`src/rtl/arm_idecoder_if.sv`:
```
// ----------------------------------------------------------------------------
// arm_idecoder_if : fetch-to-decode bus for the ARM32 instruction decoder.
// The master side (fetch) drives the instruction word. The slave side (the
// decoder) returns the registered field slices and the internal opcode.
// ----------------------------------------------------------------------------
interface arm_idecoder_if;
   logic [31:0] instr;      // instruction word
   logic [3:0]  cond;       // instr[31:28]
   logic [6:0]  opcode;     // internal opcode
   logic        en_status;  // instr[20], S bit (L bit for load/store)
   logic [3:0]  rn;         // instr[19:16]
   logic [3:0]  rd;         // instr[15:12]
   logic [3:0]  rs;         // instr[11:8]
   logic [3:0]  rm;         // instr[3:0]
   logic [1:0]  shift_op;   // instr[6:5]
   logic [4:0]  imm5;       // instr[11:7]
   logic [11:0] imm12;      // instr[11:0]
   logic [23:0] imm24;      // instr[23:0]
   logic        P;          // instr[24]
   logic        U;          // instr[23]
   logic        W;          // instr[21]

   modport master (
      output instr,
      input  cond, opcode, en_status, rn, rd, rs, rm,
      input  shift_op, imm5, imm12, imm24, P, U, W
   );

   modport slave (
      input  instr,
      output cond, opcode, en_status, rn, rd, rs, rm,
      output shift_op, imm5, imm12, imm24, P, U, W
   );
endinterface : arm_idecoder_if

```
`src/rtl/arm_idecoder.sv`:
```
// ----------------------------------------------------------------------------
// arm_idecoder : one-stage ARM32 instruction decoder.
// It slices the fixed instruction fields and classifies the instruction into
// a 7-bit internal opcode (data-processing, load/store, branch, NOP, HALT).
// All outputs are registered, so results lag the instruction by one clk edge.
// rst is asynchronous and active-high and clears every output (opcode 0 = NOP).
// Optional build macro IDEC_BRANCH_EN: decode B/BL. When the macro is not
// defined, branch encodings decode to NOP. Field outputs are the same either way.
// ----------------------------------------------------------------------------
module arm_idecoder (
   input  logic           clk,
   input  logic           rst,
   arm_idecoder_if.slave  bus
);

   localparam logic [6:0] OP_NOP  = 7'b000_0000;
   localparam logic [6:0] OP_HALT = 7'b000_0001;
`ifdef IDEC_BRANCH_EN
   localparam logic [6:0] OP_B    = 7'b100_0000;
   localparam logic [6:0] OP_BL   = 7'b100_0001;
`endif

   // Field slices need only instr[31:28] and instr[24:0]. The class bits
   // instr[27:25] feed the opcode decode and are never output directly.
   logic [3:0]  cond_q;
   logic [24:0] field_q;
   logic [6:0]  opcode_d, opcode_q;

   logic [2:0]  alu_code;
   logic        alu_ok;
   logic [2:0]  ls_type;

   // Map the data-processing op field instr[24:21] to the 3-bit ALU selector.
   always_comb begin
      // NOTE: assign a default to every signal first so no path leaves one
      // unassigned. An unassigned path would infer a latch.
      alu_code = 3'b000;
      alu_ok   = 1'b1;
      case (bus.instr[24:21])
         4'b0100: alu_code = 3'b000;  // ADD
         4'b0010: alu_code = 3'b001;  // SUB
         4'b1010: alu_code = 3'b010;  // CMP
         4'b0000: alu_code = 3'b011;  // AND
         4'b1100: alu_code = 3'b100;  // ORR
         4'b0001: alu_code = 3'b101;  // EOR
         4'b1101: alu_code = 3'b110;  // MOV
         4'b1111: alu_code = 3'b111;  // MVN
         default: alu_ok   = 1'b0;    // unsupported ALU op decodes to NOP
      endcase
   end

   // Pick the load/store sub-type from the L bit, the register-offset bit and rn.
   always_comb begin
      ls_type = 3'b110;
      if (bus.instr[20]) begin
         if (bus.instr[25])                ls_type = 3'b101;  // LDR register
         else if (bus.instr[19:16] == 4'hF) ls_type = 3'b001; // literal (PC-relative)
         else                               ls_type = 3'b100; // LDR immediate
      end else begin
         ls_type = bus.instr[25] ? 3'b111 : 3'b110;           // STR reg / imm
      end
   end

   // Decode the opcode by priority. The first matching class wins.
   always_comb begin
      opcode_d = OP_NOP;
      if (bus.instr[27:20] == 8'b0011_0010) begin
         opcode_d = OP_NOP;
      end else if (bus.instr[27:20] == 8'b0001_0000) begin
         opcode_d = OP_HALT;
      end else if (bus.instr[27:25] == 3'b101) begin
`ifdef IDEC_BRANCH_EN
         opcode_d = bus.instr[24] ? OP_BL : OP_B;
`else
         opcode_d = OP_NOP;
`endif
      end else if (bus.instr[27:26] == 2'b01) begin
         opcode_d = {1'b1, ls_type, bus.instr[24], bus.instr[23], bus.instr[21]};
      end else if (bus.instr[27:26] == 2'b00 && alu_ok) begin
         if (bus.instr[25])
            opcode_d = {3'b000, 1'b1, alu_code};   // immediate operand
         else if (!bus.instr[4])
            opcode_d = {3'b001, 1'b1, alu_code};   // register / imm-shift
         else if (!bus.instr[7])
            opcode_d = {3'b011, 1'b1, alu_code};   // register-shifted-register
         else
            opcode_d = OP_NOP;                     // multiply/extension space
      end
   end

   // Pipeline register. An asynchronous clear drives every output to zero.
   always_ff @(posedge clk or posedge rst) begin
      // NOTE: sequential state uses non-blocking assignments, so every
      // register samples pre-edge values. This avoids simulation races.
      if (rst) begin
         cond_q   <= '0;
         field_q  <= '0;
         opcode_q <= OP_NOP;
      end else begin
         cond_q   <= bus.instr[31:28];
         field_q  <= bus.instr[24:0];
         opcode_q <= opcode_d;
      end
   end

   assign bus.cond      = cond_q;
   assign bus.opcode    = opcode_q;
   assign bus.en_status = field_q[20];
   assign bus.rn        = field_q[19:16];
   assign bus.rd        = field_q[15:12];
   assign bus.rs        = field_q[11:8];
   assign bus.rm        = field_q[3:0];
   assign bus.shift_op  = field_q[6:5];
   assign bus.imm5      = field_q[11:7];
   assign bus.imm12     = field_q[11:0];
   assign bus.imm24     = field_q[23:0];
   assign bus.P         = field_q[24];
   assign bus.U         = field_q[23];
   assign bus.W         = field_q[21];

endmodule : arm_idecoder

```
`src/flat_wrapper.sv`:
```
// flat-port wrapper written by rule: the top's interface ports become plain ports
module arm_idecoder_flat 
  (clk, rst, bus_instr, bus_cond, bus_opcode, bus_en_status, bus_rn, bus_rd, bus_rs, bus_rm, bus_shift_op, bus_imm5, bus_imm12, bus_imm24, bus_P, bus_U, bus_W);
  arm_idecoder_if bus_i ();
  input  logic clk;
  input  logic rst;
  input wire logic [$bits(bus_i.instr)-1:0] bus_instr;
  output wire logic [$bits(bus_i.cond)-1:0] bus_cond;
  output wire logic [$bits(bus_i.opcode)-1:0] bus_opcode;
  output wire logic [$bits(bus_i.en_status)-1:0] bus_en_status;
  output wire logic [$bits(bus_i.rn)-1:0] bus_rn;
  output wire logic [$bits(bus_i.rd)-1:0] bus_rd;
  output wire logic [$bits(bus_i.rs)-1:0] bus_rs;
  output wire logic [$bits(bus_i.rm)-1:0] bus_rm;
  output wire logic [$bits(bus_i.shift_op)-1:0] bus_shift_op;
  output wire logic [$bits(bus_i.imm5)-1:0] bus_imm5;
  output wire logic [$bits(bus_i.imm12)-1:0] bus_imm12;
  output wire logic [$bits(bus_i.imm24)-1:0] bus_imm24;
  output wire logic [$bits(bus_i.P)-1:0] bus_P;
  output wire logic [$bits(bus_i.U)-1:0] bus_U;
  output wire logic [$bits(bus_i.W)-1:0] bus_W;
  assign bus_i.instr = bus_instr;
  assign bus_cond = bus_i.cond;
  assign bus_opcode = bus_i.opcode;
  assign bus_en_status = bus_i.en_status;
  assign bus_rn = bus_i.rn;
  assign bus_rd = bus_i.rd;
  assign bus_rs = bus_i.rs;
  assign bus_rm = bus_i.rm;
  assign bus_shift_op = bus_i.shift_op;
  assign bus_imm5 = bus_i.imm5;
  assign bus_imm12 = bus_i.imm12;
  assign bus_imm24 = bus_i.imm24;
  assign bus_P = bus_i.P;
  assign bus_U = bus_i.U;
  assign bus_W = bus_i.W;
  arm_idecoder u_core (.clk(clk), .rst(rst), .bus(bus_i));
endmodule
```
`config.mk`:
```
export PLATFORM = sky130hd
export DESIGN_NAME = arm_idecoder_flat
export DESIGN_NICKNAME = d
export VERILOG_FILES = /design/src/rtl/arm_idecoder_if.sv /design/src/rtl/arm_idecoder.sv /design/src/flat_wrapper.sv
export SDC_FILE = /design/constraint.sdc
export NUM_CORES = 1
export LEC_CHECK = 0
export ABC_AREA = 1
export CORE_MARGIN = 2
export CORE_UTILIZATION = 31
export DETAILED_ROUTE_END_ITERATION = 12
export PLACE_DENSITY = 0.77
export SLEW_MARGIN = 20
export SYNTH_ARGS = -nofsm -noshare
export SYNTH_HDL_FRONTEND = slang
export SYNTH_SLANG_ARGS = --single-unit
```
`constraint.sdc`:
```
create_clock -name clk -period 0.9 [get_ports clk]
set_input_delay 0.09 -clock clk [delete_from_list [all_inputs] [get_ports clk]]
set_output_delay 0.09 -clock clk [all_outputs]
set_load 0.01 [all_outputs]
```
# After elaboration in Yosys (flattened, before gate mapping)
# Index checks and enable logic that the tools add are counted.
[totals]
reg_bits = 36
output_inout_bits = 74
elab_cells = 33
[classes]
n_eq_ne = 12
mux = 14
reduce_logical = 4
[ops]
columns = ["op", "n"]
rows = [
  ["$mux 7", 7],
  ["$pmux 3 s7", 1],
  ["$eq 4x4->1 const B", 5],
  ["$mux 3", 3],
  ["$eq 8x5->1 const B", 1],
  ["$eq 8x6->1 const B", 1],
  ["$reduce_or 8->1", 1],
  ["$mux 6", 1],
  ["$eq 4x1->1 const B", 1],
  ["$eq 4x2->1 const B", 1],
  ["$eq 4x3->1 const B", 1],
  ["$logic_not 4->1", 1],
  ["$eq 3x3->1 const B", 1],
  ["$eq 2x1->1 const B", 1],
  ["$logic_not 2->1", 1],
  ["$mux 1", 2],
  ["$logic_and 1x1->1", 1],
]

# Logic depth before layout (Yosys ltp)
[logic_depth]
depth_word = 10
depth_mapped = 8

# Worst setup path before layout
# No wires, ideal clock.
[synth_timing]
kind = "in2reg"
from = "input port bus_instr[24]"
to = "register u_core.opcode_q[0] (netlist: u_core.bus.opcode[0])"
setup_time_ns = 0.119
arrival_time_ns = 0.608
slack_ns = 0.173
cell_stages = 8
cell_sequence = "nand2_1 -> inv_1 -> nand2_1 -> nand2_2 -> o21ai_4 -> inv_2 -> nand2_1 -> nand2_1"
[synth_via]
elab_chain_len = 10
elab_cells_between_ends = 22
cone_classes = "eq/ne: 9; mux: 10; reduce/logical: 3"
[synth_rtl]
columns = ["element", "line", "text"]
rows = [
  ["start: declaration", "flat_wrapper.sv:7", "input wire logic [$bits(bus_i.instr)-1:0] bus_instr;"],
  ["$eq 4x4->1, or another cell as far along", "arm_idecoder.sv:39", "case (bus.instr[24:21])"],
  ["$pmux 3 s7", "arm_idecoder.sv:39", ""],
  ["$mux 6", "arm_idecoder.sv:84", "else if (!bus.instr[7])"],
  ["$mux 7", "arm_idecoder.sv:82", "else if (!bus.instr[4])"],
  ["$mux 7", "arm_idecoder.sv:80", "if (bus.instr[25])"],
  ["$mux 7", "arm_idecoder.sv:79", "end else if (bus.instr[27:26] == 2'b00 && alu_ok) begin"],
  ["$mux 7", "arm_idecoder.sv:77", "end else if (bus.instr[27:26] == 2'b01) begin"],
  ["$mux 7", "arm_idecoder.sv:71", "end else if (bus.instr[27:25] == 3'b101) begin"],
  ["$mux 7", "arm_idecoder.sv:69", "end else if (bus.instr[27:20] == 8'b0001_0000) begin"],
  ["$mux 7 *", "arm_idecoder.sv:67", "if (bus.instr[27:20] == 8'b0011_0010) begin"],
  ["net u_core.opcode_d[0]", "arm_idecoder.sv:27", "logic [6:0] opcode_d, opcode_q;"],
  ["end signal: assignment", "arm_idecoder.sv:102", "opcode_q <= opcode_d;"],
  ["end: declaration", "arm_idecoder.sv:27", ""],
]
# The timed path passes the listed nets; every way through them passes the cells marked *.

# Final worst setup path
[layout_timing]
from = "register u_core.field_q[7]"
to = "output port bus_imm24[7]"
[layout_rtl]
columns = ["element", "line", "text"]
rows = [
  ["start: declaration", "arm_idecoder.sv:26", "logic [24:0] field_q;"],
  ["start signal: assignment", "arm_idecoder.sv:101", "field_q <= bus.instr[24:0];"],
  ["end: declaration", "flat_wrapper.sv:18", "output wire logic [$bits(bus_i.imm24)-1:0] bus_imm24;"],
]
# No word-level cell between the ends.

==> metrics.txt <==
Tmin final 0.925 ns; Critical Path Max Stage Delay 0.41 ns; flops & latches, synth 36; number of global-route vias before repair 1105; Layout Nets 268; Placed Cells 278; status finished, violations left; CP arrival 0.84 ns; area of the die 5320 µm²; Top delay family on crit path flip-flops; RSZ-0062 raised after global routing true; largest net degree at the start of global routing 21; CTS tree yes; cells along the critical path buf_2; Buf/Inv on CP 1; Max Slew Vio Count 0; I/O Buffers 107; post-DR wirelength/cell 12.1 µm; post-layout util 49.2%; Max clock buf depth 2; CP Class flip-flop to output port; # diodes 0; setup tns final -0.184 ns; worst-path cell with the longest stage delay dfrtp_1; setup violators final 23; pre-CTS setup slack -0.510 ns; share of layout cells above drive strength 1 48.1%; Worst setup EP type output port; std cell rows 25; Die X 72.9 µm; # H-tree levels 2; DR pass1 iterations 4; crit path max fanout 3; Post-Syn Nets 170; postcts setup bufs 0; final instance count without filler cells 289; Via Count 1229; synth warn 0; Achievable Freq 1.08 GHz; Worst-Margin Slew 0.246 ns; period utilization 103%; Initial Utilization 31.6%; setup ws final -0.0254 ns; WL final 3.49 mm; hold path cells 1; global-route wire length before repair 5.22 mm; global-route congestion overflow total 0; Cell Pwr Density 1530 nW/µm²; Clock Tree Root clkbuf_8; Tot Pwr 3510 µW; Crit path depth 1; antenna violations before repair 0; violated checks setup timing; Worst slew margin 83.6%; Avg Vias per Cell 4.25; sequential cell area fraction in the yosys report 61.2%; element type at the critical path start flip-flop; core area 4660 µm²; Synth cell types 15; LEAKAGE 0.00123 µW; Total GRT Usage 13.0%; CTS Buf Count 5; Synth-to-Final Area Change 55.6%; MaxCap Viol Count 0; Post-Synthesis Cell Area 1470 µm²; # fillers 464; Final HPWL DP 2.81 mm; initial drt markers 27; Final Hold Fails 0; CTS clk-pin slew, worst paths 0.06 ns; DIE HEIGHT 72.9 µm; top-level I/O count 108; RD Place Congestion 0.845; number of routed nets with antenna violations 0; VDD IR max 0.603 mV; TritonCTS Sinks 36; worst endpoint required time 0.81 ns; Synth Instances 136; worst min path class input port to flip-flop; DRC Markers 0; syn_area_per_cell 10.8 µm²
[placed cells by master, fill, tap and decap left out, drive strengths merged]
cell and count:
a21oi 1, buf 93, clkbuf 10, clkdlybuf4s15 1
clkdlybuf4s50 24, dfrtp 36, dlygate4sd2 1, dlygate4sd3 3
dlymetal6s2s 5, inv 13, nand2 19, nand3 6
nor2 8, nor3 3, o21ai 8, o21bai 1
o31ai 3
[what timing repair did]
| item | in CTS | in global routing |
|---|---|---|
| resized for setup | 301 | 23 |
| hold buffers | 0 | 3 |
| setup endpoints to repair | 80 | 74 |
| pin swaps | 2 | 5 |
| hold endpoints to repair | 0 | 3 |
[sequential cells by signal (all words and copies together) (netlist names)]
register	count
u_core.bus.cond	4
u_core.field_q	25
u_core.bus.opcode	7
[final timing paths]
kind / startpoint / endpoint
max in group asynchronous: rst / u_core.field_q[10]$_DFF_PP0_
max: u_core.field_q[7]$_DFF_PP0_ / bus_imm24[7]
min: bus_instr[22] / u_core.field_q[22]$_DFF_PP0_
min in group asynchronous: rst / u_core.field_q[2]$_DFF_PP0_
[kinds of logic after synthesis]
logic type | synth area share, %
DFF | 61.2
buffers and inverters | 22.7
and+or+nand+nor | 10.3
AOI/OAI and AO/OA | 5.86
[synth_stat cells]
library cell | count | area (µm²)
o21ai_0 | 3 | 15.0
o31ai_1 | 3 | 22.5
a21oi_1 | 1 | 5.00
nor2_1 | 8 | 30.0
inv_2 | 2 | 7.51
buf_4 | 38 | 285
dfrtp_1 | 36 | 901
o21ai_4 | 1 | 16.3
nand2_1 | 17 | 63.8
nand2_2 | 2 | 12.5
o21bai_1 | 1 | 7.51
inv_1 | 11 | 41.3
o21ai_1 | 4 | 20.0
nor3_1 | 3 | 15.0
nand3_1 | 6 | 30.0
[report_power, final]
group / switching (µW) / internal [µW]
registers: 39.7 / 1700
logic: 313 / 347
clock network: 489 / 623
total: 842 / 2670
[layout make-up]
class / count / area, µm² / share of cell area (%)
timing repair buffer: 129 / 925 / 40.4
inverter: 13 / 48.8 / 2.13
multi-input combinational: 49 / 259 / 11.3
clock buffer: 8 / 90.1 / 3.93
sequential: 36 / 901 / 39.3
tap: 54 / 67.6 / 2.95
[per-layer routing]
metal | share of wire (%) | GRT usage [%] | wire length, µm
met5 | 0 | 0 | 0
met3 | 8.7 | 3.59 | 305
met1 | 38 | 14.5 | 1320
met4 | 2.1 | 6.58 | 74
met2 | 51 | 22.7 | 1790
[metrics by stage]
stage	instance area [µm²]	hold slack [ns]
after floorplan	1470	0.121
after global placement	2490	0.499
after detailed placement	2490	0.495
after CTS	2210	0.165
after global routing	2290	0.00827
final	2290	0.00552
No activity file was read; power rests on OpenSTA's default activity.
